==> config.mk <==
export PLATFORM = sky130hd
export DESIGN_NAME = mem_arbiter
export DESIGN_NICKNAME = d
export VERILOG_FILES = /design/src/rtl/mem_arbiter_pkg.sv /design/src/rtl/arb_rr_pick.sv /design/src/rtl/mem_arbiter.sv
export SDC_FILE = /design/constraint.sdc
export NUM_CORES = 1
export LEC_CHECK = 0
export BUFFER_PORTS_ARGS = -buffer_cell sky130_fd_sc_hd__buf_2
export CAP_MARGIN = 20
export CORE_AREA = 2 2 122 124
export CTS_BUF_LIST = sky130_fd_sc_hd__clkbuf_16
export DETAILED_ROUTE_END_ITERATION = 10
export DIE_AREA = 0 0 124 126
export PLACE_DENSITY = 0.39
export SYNTH_ARGS = -nofsm -noshare
export SYNTH_HDL_FRONTEND = slang
export SYNTH_SLANG_ARGS = --single-unit
==> constraint.sdc <==
create_clock -name clk -period 4.61 [get_ports clk]
set_input_delay 0.461 -clock clk [delete_from_list [all_inputs] [get_ports clk]]
set_output_delay 0.461 -clock clk [all_outputs]
set_load 0.02 [all_outputs]
==> src/rtl/mem_arbiter_pkg.sv <==
// Shared types and constants for the two-master memory arbiter.
package mem_arbiter_pkg;

    typedef enum logic [1:0] {
        StIdle   = 2'd0,
        StGrant0 = 2'd1,
        StGrant1 = 2'd2
    } arb_state_e;

    localparam logic [31:0]  BUS_ERR_DATA           = 32'hDEADBEEF;
    localparam int unsigned  DEFAULT_TIMEOUT_CYCLES = 256;

endpackage

==> src/rtl/arb_rr_pick.sv <==
// Combinational round-robin choice between two requesters.
// A single request always wins; on a tie the master not served last wins.
module arb_rr_pick
    import mem_arbiter_pkg::*;
(
    input  logic [1:0] req,
    input  logic       last_m1,
    output logic [1:0] pick
);

    always_comb begin
        pick = req;
        if (req == 2'b11) begin
            pick = last_m1 ? 2'b01 : 2'b10;
        end
    end

endmodule

==> src/rtl/mem_arbiter.sv <==
// Two-master to one-slave memory arbiter with round-robin grant.
// Define MEM_ARBITER_TIMEOUT_EN to compile in the slave-response watchdog and sticky err flag.
module mem_arbiter
    import mem_arbiter_pkg::*;
#(
    parameter int unsigned TIMEOUT_CYCLES = DEFAULT_TIMEOUT_CYCLES
) (
    input  logic        clk,
    input  logic        reset_async,

    input  logic        m0_valid,
    input  logic [31:0] m0_addr,
    input  logic [31:0] m0_wdata,
    input  logic [3:0]  m0_wstrb,
    output logic        m0_ready,
    output logic [31:0] m0_rdata,

    input  logic        m1_valid,
    input  logic [31:0] m1_addr,
    input  logic [31:0] m1_wdata,
    input  logic [3:0]  m1_wstrb,
    output logic        m1_ready,
    output logic [31:0] m1_rdata,

    output logic        s_valid,
    output logic [31:0] s_addr,
    output logic [31:0] s_wdata,
    output logic [3:0]  s_wstrb,
    input  logic        s_ready,
    input  logic [31:0] s_rdata,

    output logic [1:0]  grant,
    output logic        err
);

    arb_state_e state_q, state_d;
    logic       last_m1_q, last_m1_d;
    logic [1:0] pick;
    logic       cur_valid;
    logic       expire;

    arb_rr_pick u_pick (
        .req     ({m1_valid, m0_valid}),
        .last_m1 (last_m1_q),
        .pick    (pick)
    );

    assign cur_valid = (state_q == StGrant0) ? m0_valid :
                       (state_q == StGrant1) ? m1_valid : 1'b0;

`ifdef MEM_ARBITER_TIMEOUT_EN
    localparam logic [15:0] CNT_LIMIT = 16'(TIMEOUT_CYCLES - 1);

    logic [15:0] cnt_q, cnt_d;
    logic        err_q;

    // An aborted request (valid dropped) never reports a timeout.
    assign expire = cur_valid && !s_ready && (cnt_q == CNT_LIMIT);

    always_comb begin
        cnt_d = 16'd0;
        if (state_q != StIdle && !s_ready) begin
            cnt_d = cnt_q + 16'd1;
        end
    end

    always_ff @(posedge clk or negedge reset_async) begin
        if (!reset_async) begin
            cnt_q <= 16'd0;
            err_q <= 1'b0;
        end else begin
            cnt_q <= cnt_d;
            err_q <= err_q | expire;
        end
    end

    assign err = err_q;
`else
    logic unused_timeout;

    assign unused_timeout = ^TIMEOUT_CYCLES;
    assign expire         = 1'b0;
    assign err            = 1'b0;
`endif

    always_ff @(posedge clk or negedge reset_async) begin
        if (!reset_async) begin
            state_q   <= StIdle;
            last_m1_q <= 1'b1;
        end else begin
            state_q   <= state_d;
            last_m1_q <= last_m1_d;
        end
    end

    always_comb begin
        state_d   = state_q;
        last_m1_d = last_m1_q;
        unique case (state_q)
            StIdle: begin
                if (pick[0]) begin
                    state_d = StGrant0;
                end else if (pick[1]) begin
                    state_d = StGrant1;
                end
            end
            StGrant0, StGrant1: begin
                if (!cur_valid) begin
                    state_d = StIdle;
                end else if (s_ready || expire) begin
                    state_d   = StIdle;
                    last_m1_d = (state_q == StGrant1);
                end
            end
            default: state_d = StIdle;
        endcase
    end

    always_comb begin
        s_valid  = 1'b0;
        s_addr   = 32'd0;
        s_wdata  = 32'd0;
        s_wstrb  = 4'd0;
        m0_ready = 1'b0;
        m0_rdata = 32'd0;
        m1_ready = 1'b0;
        m1_rdata = 32'd0;
        grant    = 2'b00;
        unique case (state_q)
            StGrant0: begin
                grant    = 2'b01;
                s_valid  = m0_valid && !expire;
                s_addr   = m0_addr;
                s_wdata  = m0_wdata;
                s_wstrb  = m0_wstrb;
                m0_ready = s_ready || expire;
                m0_rdata = expire ? BUS_ERR_DATA : s_rdata;
            end
            StGrant1: begin
                grant    = 2'b10;
                s_valid  = m1_valid && !expire;
                s_addr   = m1_addr;
                s_wdata  = m1_wdata;
                s_wstrb  = m1_wstrb;
                m1_ready = s_ready || expire;
                m1_rdata = expire ? BUS_ERR_DATA : s_rdata;
            end
            default: ;
        endcase
    end

endmodule

==> summary by stage <==
Outcome
The run finished with clean final reports.

Floorplanning
The height of the chip is 126 um. The count of pins on the block boundary is ~310. The width of the die is 124 um.

The overall die area is 15600 um^2. The core region is 14300 um^2. After floorplanning, the core was divided into between 40 and 50 placement rows. The initial cell density of the core is 0.122.

Global routing
The highest-utilization routing layer at the global route stage is met2. The met3 capacity usage during global routing is 0.0181. The largest net degree at the start of global routing is 105. The fraction of met1 tracks used by global routing is 0.118. The first global-routing pass estimated ~14 mm of wire. For this run, global-route usage on met2 was measured as 0.223. Across every metal layer, demand over resource in global routing totals 0.111. The initial antenna violation count came to 0. The number of global-route vias before repair is 2827. The final global-route overflow total is 0.

Placement
The half-perimeter wire length after detailed placement is just under 8 mm. The routability-driven placement congestion ratio is 0.738. The cell count after placement is approximately 720. During placement, the flow inserted port buffers numbering about 300.

Timing
Setup repair after global routing left no endpoint under its margin. Clock skew on the completed layout was measured at between 0.0004 and 0.0005 ns. The count of final hold-check violations is 0.

The total setup violations reported at the end of the flow is 0. Setup total negative slack on the finished layout was measured at 0 ns. After layout, the minimum clock period comes to around 2.8 ns. Based on the critical path, the design can be clocked at up to between 0.3 and 0.4 GHz. The remaining max-slew budget at the tightest pin is 0.322.

Of the available clock period, the critical path in the final layout requires 0.609. The number of slew-limit violations in the final report is 0. At the pin with the least slew margin, the transition time is 1.02 ns.

Critical path
STA classifies the critical path endpoint as a primary output. The maximum fanout count along the critical path is 104. In this run the critical register-to-register path is launched from state_q[0]$_DFFE_PN0P_.

The number of cells on the worst reg-to-reg path is 6. The worst path arrival time is 2.35 ns. The category of the critical setup timing path is flop to primary output.

The critical path starts at state_q[0]$_DFFE_PN0P_. STA classifies the critical path startpoint as a flop. The worst endpoint required time is 4.15 ns.

Layout
The filler cells instantiated in the layout total 1594. The combined area of the multi-input logic cells is ~1500 um^2. Once layout is complete, the utilization of the core stands at 0.245. The number of antenna diodes is 0. The share of post-route cells with drive strength above 1 is 0.585. The final layout contains slightly above 700 nets. The area growth from synthesis to layout is 102%. The count of non-filler cells in the finished layout is ~730. Summing all flip-flop and latch instances after layout gives between 70 and 80 um^2.

Synthesis
The distinct cell type count after synthesis is 22. The share of the synthesized area in the top cell type is 0.293. Counting flops with an async set or reset pin after synthesis yields a share of 1.00. The synthesized instance count is between 200 and 300.

The sequential area share after synthesis is 0.0438. The cell accounting for the most synthesized area is a22oi_1. In the post-synthesis netlist, the biggest area contributors are a22oi_1 (29%), nor2b_1 (24%), and2_1 (24%), buf_2 (3.7%), ha_1 (3.6%). After synthesis, the most frequently instantiated cells are a22oi_1 (68), nor2b_1 (68), and2_1 (66).

During synthesis, Yosys emitted a total of 0 warnings. The net count of the mapped netlist is between 400 and 500. Among all flip-flop cells after synthesis, the most frequent one is dfrtp_1. After synthesis, the mean cell area works out to ~6.7 um^2. The post-synthesis instance area is 1740 um^2. The number of synthesized flops with an enable pin is 0. The count of state elements after synthesis is 3.

Detailed routing
Once detail routing completed, the nets flagged for antenna violations numbered 0. After detailed routing, the number of remaining DRC violations is 0. The number of search-and-repair iterations in the first detailed-routing pass is 4. The routed layout has between 3k and 4k vias. The via density per instance is slightly above 4. The routed length per instance is ~14 um.

The number of DRC violations after detailed-routing iteration 0 is 65. Summed over all layers, the routed wires come to around 10 mm.

Power and ir drop
The peak supply drop is ~380 uV. Dividing total power by cell area gives a power density of approximately 600 nW/um^2. The analysis attributes to cell leakage a power of ~2.0 nW.

Clock network
In this run the number of H-tree levels came out at 1. TritonCTS created 3 clock buffers. The clock net in this run drives a total of 3 sinks.

The clock edge transition at the registers on the reported setup and hold paths is about 0.030 ns. TritonCTS built the clock tree. The buffer depth of the longest clock path is 2. The number of buffers added for setup after CTS is 0.

After clock tree synthesis, the repair step resized 0 gates. The root buffer cell chosen for the clock tree is clkbuf_16. The clock latency of the later-clocked register in the worst-skew pair is 0.22 ns. Buffers inserted to repair hold after CTS numbered 0.

Run
The max capacitance violation total is 0.

Worst hold path
The worst hold path belongs to the class input pin to async pin.
==> layout by cell type (no fill, tap or decap), types with 3 or more instances in the layout <==
master     instances
a22oi_1           68
and2_1            66
buf_2            309
clkbuf_16          3
inv_1              5
nand2_1            3
nor2b_1           68
==> layer usage <==
| layer | up-vias | routed length, um | share of wire |
|---|---|---|---|
| met4 | 0 | 48 | 0.0049 |
| met1 | 1369 | 3670 | 0.37 |
| met3 | 4 | 967 | 0.098 |
| met5 | - | 0 | 0 |
| met2 | 186 | 5190 | 0.53 |
| li1 | 1469 | - | - |
==> metrics by stage <==
| stage | cell area (um^2) | hold slack (ns) | total power, mW | worst slack [ns] |
|---|---|---|---|---|
| finish | 3510 | 0.0254 | 2.13 | 1.80 |
| global route | 3510 | 0.0316 | 2.32 | 1.57 |
| CTS | 3490 | 0.0235 | 2.14 | 1.71 |
| detailed placement | 3410 | 0.259 | 1.99 | 1.96 |
| global placement | 3410 | 0.258 | 1.98 | 2.03 |
| floorplan | 1740 | 0.165 | 1.40 | 2.54 |
==> sequential cells by signal (all words and copies together), names as in the netlist <==
signal     flops
last_m1_q      1
state_q        2
==> power breakdown <==
group	switching (mW)	internal, mW	total (mW)
sequential	0.0140	0.0421	0.0560
combinational	1.19	0.754	1.94
clock	0.0236	0.112	0.135
==> critical path, stage by stage (launching register included) <==
cell and delay [ns]:
dfrtp_1 0.42, inv_1 0.20, ha_4 0.83, a22oi_1 0.26
nor2b_1 0.18, buf_2 0.19
==> logic make-up (layout without fill, tap and decap cells) <==
group           count (synthesis)  count (layout)  synth area share
compound gates                 75              75             0.322
mux                             1               1           0.00646
other cells                     1               1           0.00215
fa+ha+maj                       5               5            0.0359
buf+inv                        34             318            0.0847
simple gates                  142             142             0.505
flops                           3               3            0.0438
==> final timing paths <==
kind | endpoint | slack (ns)
worst max-delay path | s_wdata[28] | 1.80
worst min-delay path | state_q[0]$_DFFE_PN0P_ | 0.03
worst max register to register | state_q[0]$_DFFE_PN0P_ | 2.24
worst min register to register | state_q[0]$_DFFE_PN0P_ | 0.64
max in group asynchronous | last_m1_q$_DFFE_PN1P_ | 4.39
min in group clk | state_q[1]$_DFFE_PN0P_ | 0.56
==> cell type report <==
| type | instances | area share |
|---|---|---|
| clock buffer | 3 | 0.0214 |
| sequential | 3 | 0.0217 |
| inverter | 4 | 0.00427 |
| clock inverter | 1 | 0.00107 |
| multi-input combinational | 224 | 0.440 |
| timing repair buffer | 310 | 0.446 |
| tap | 184 | 0.0655 |
Power figures use the tool's default switching activity.
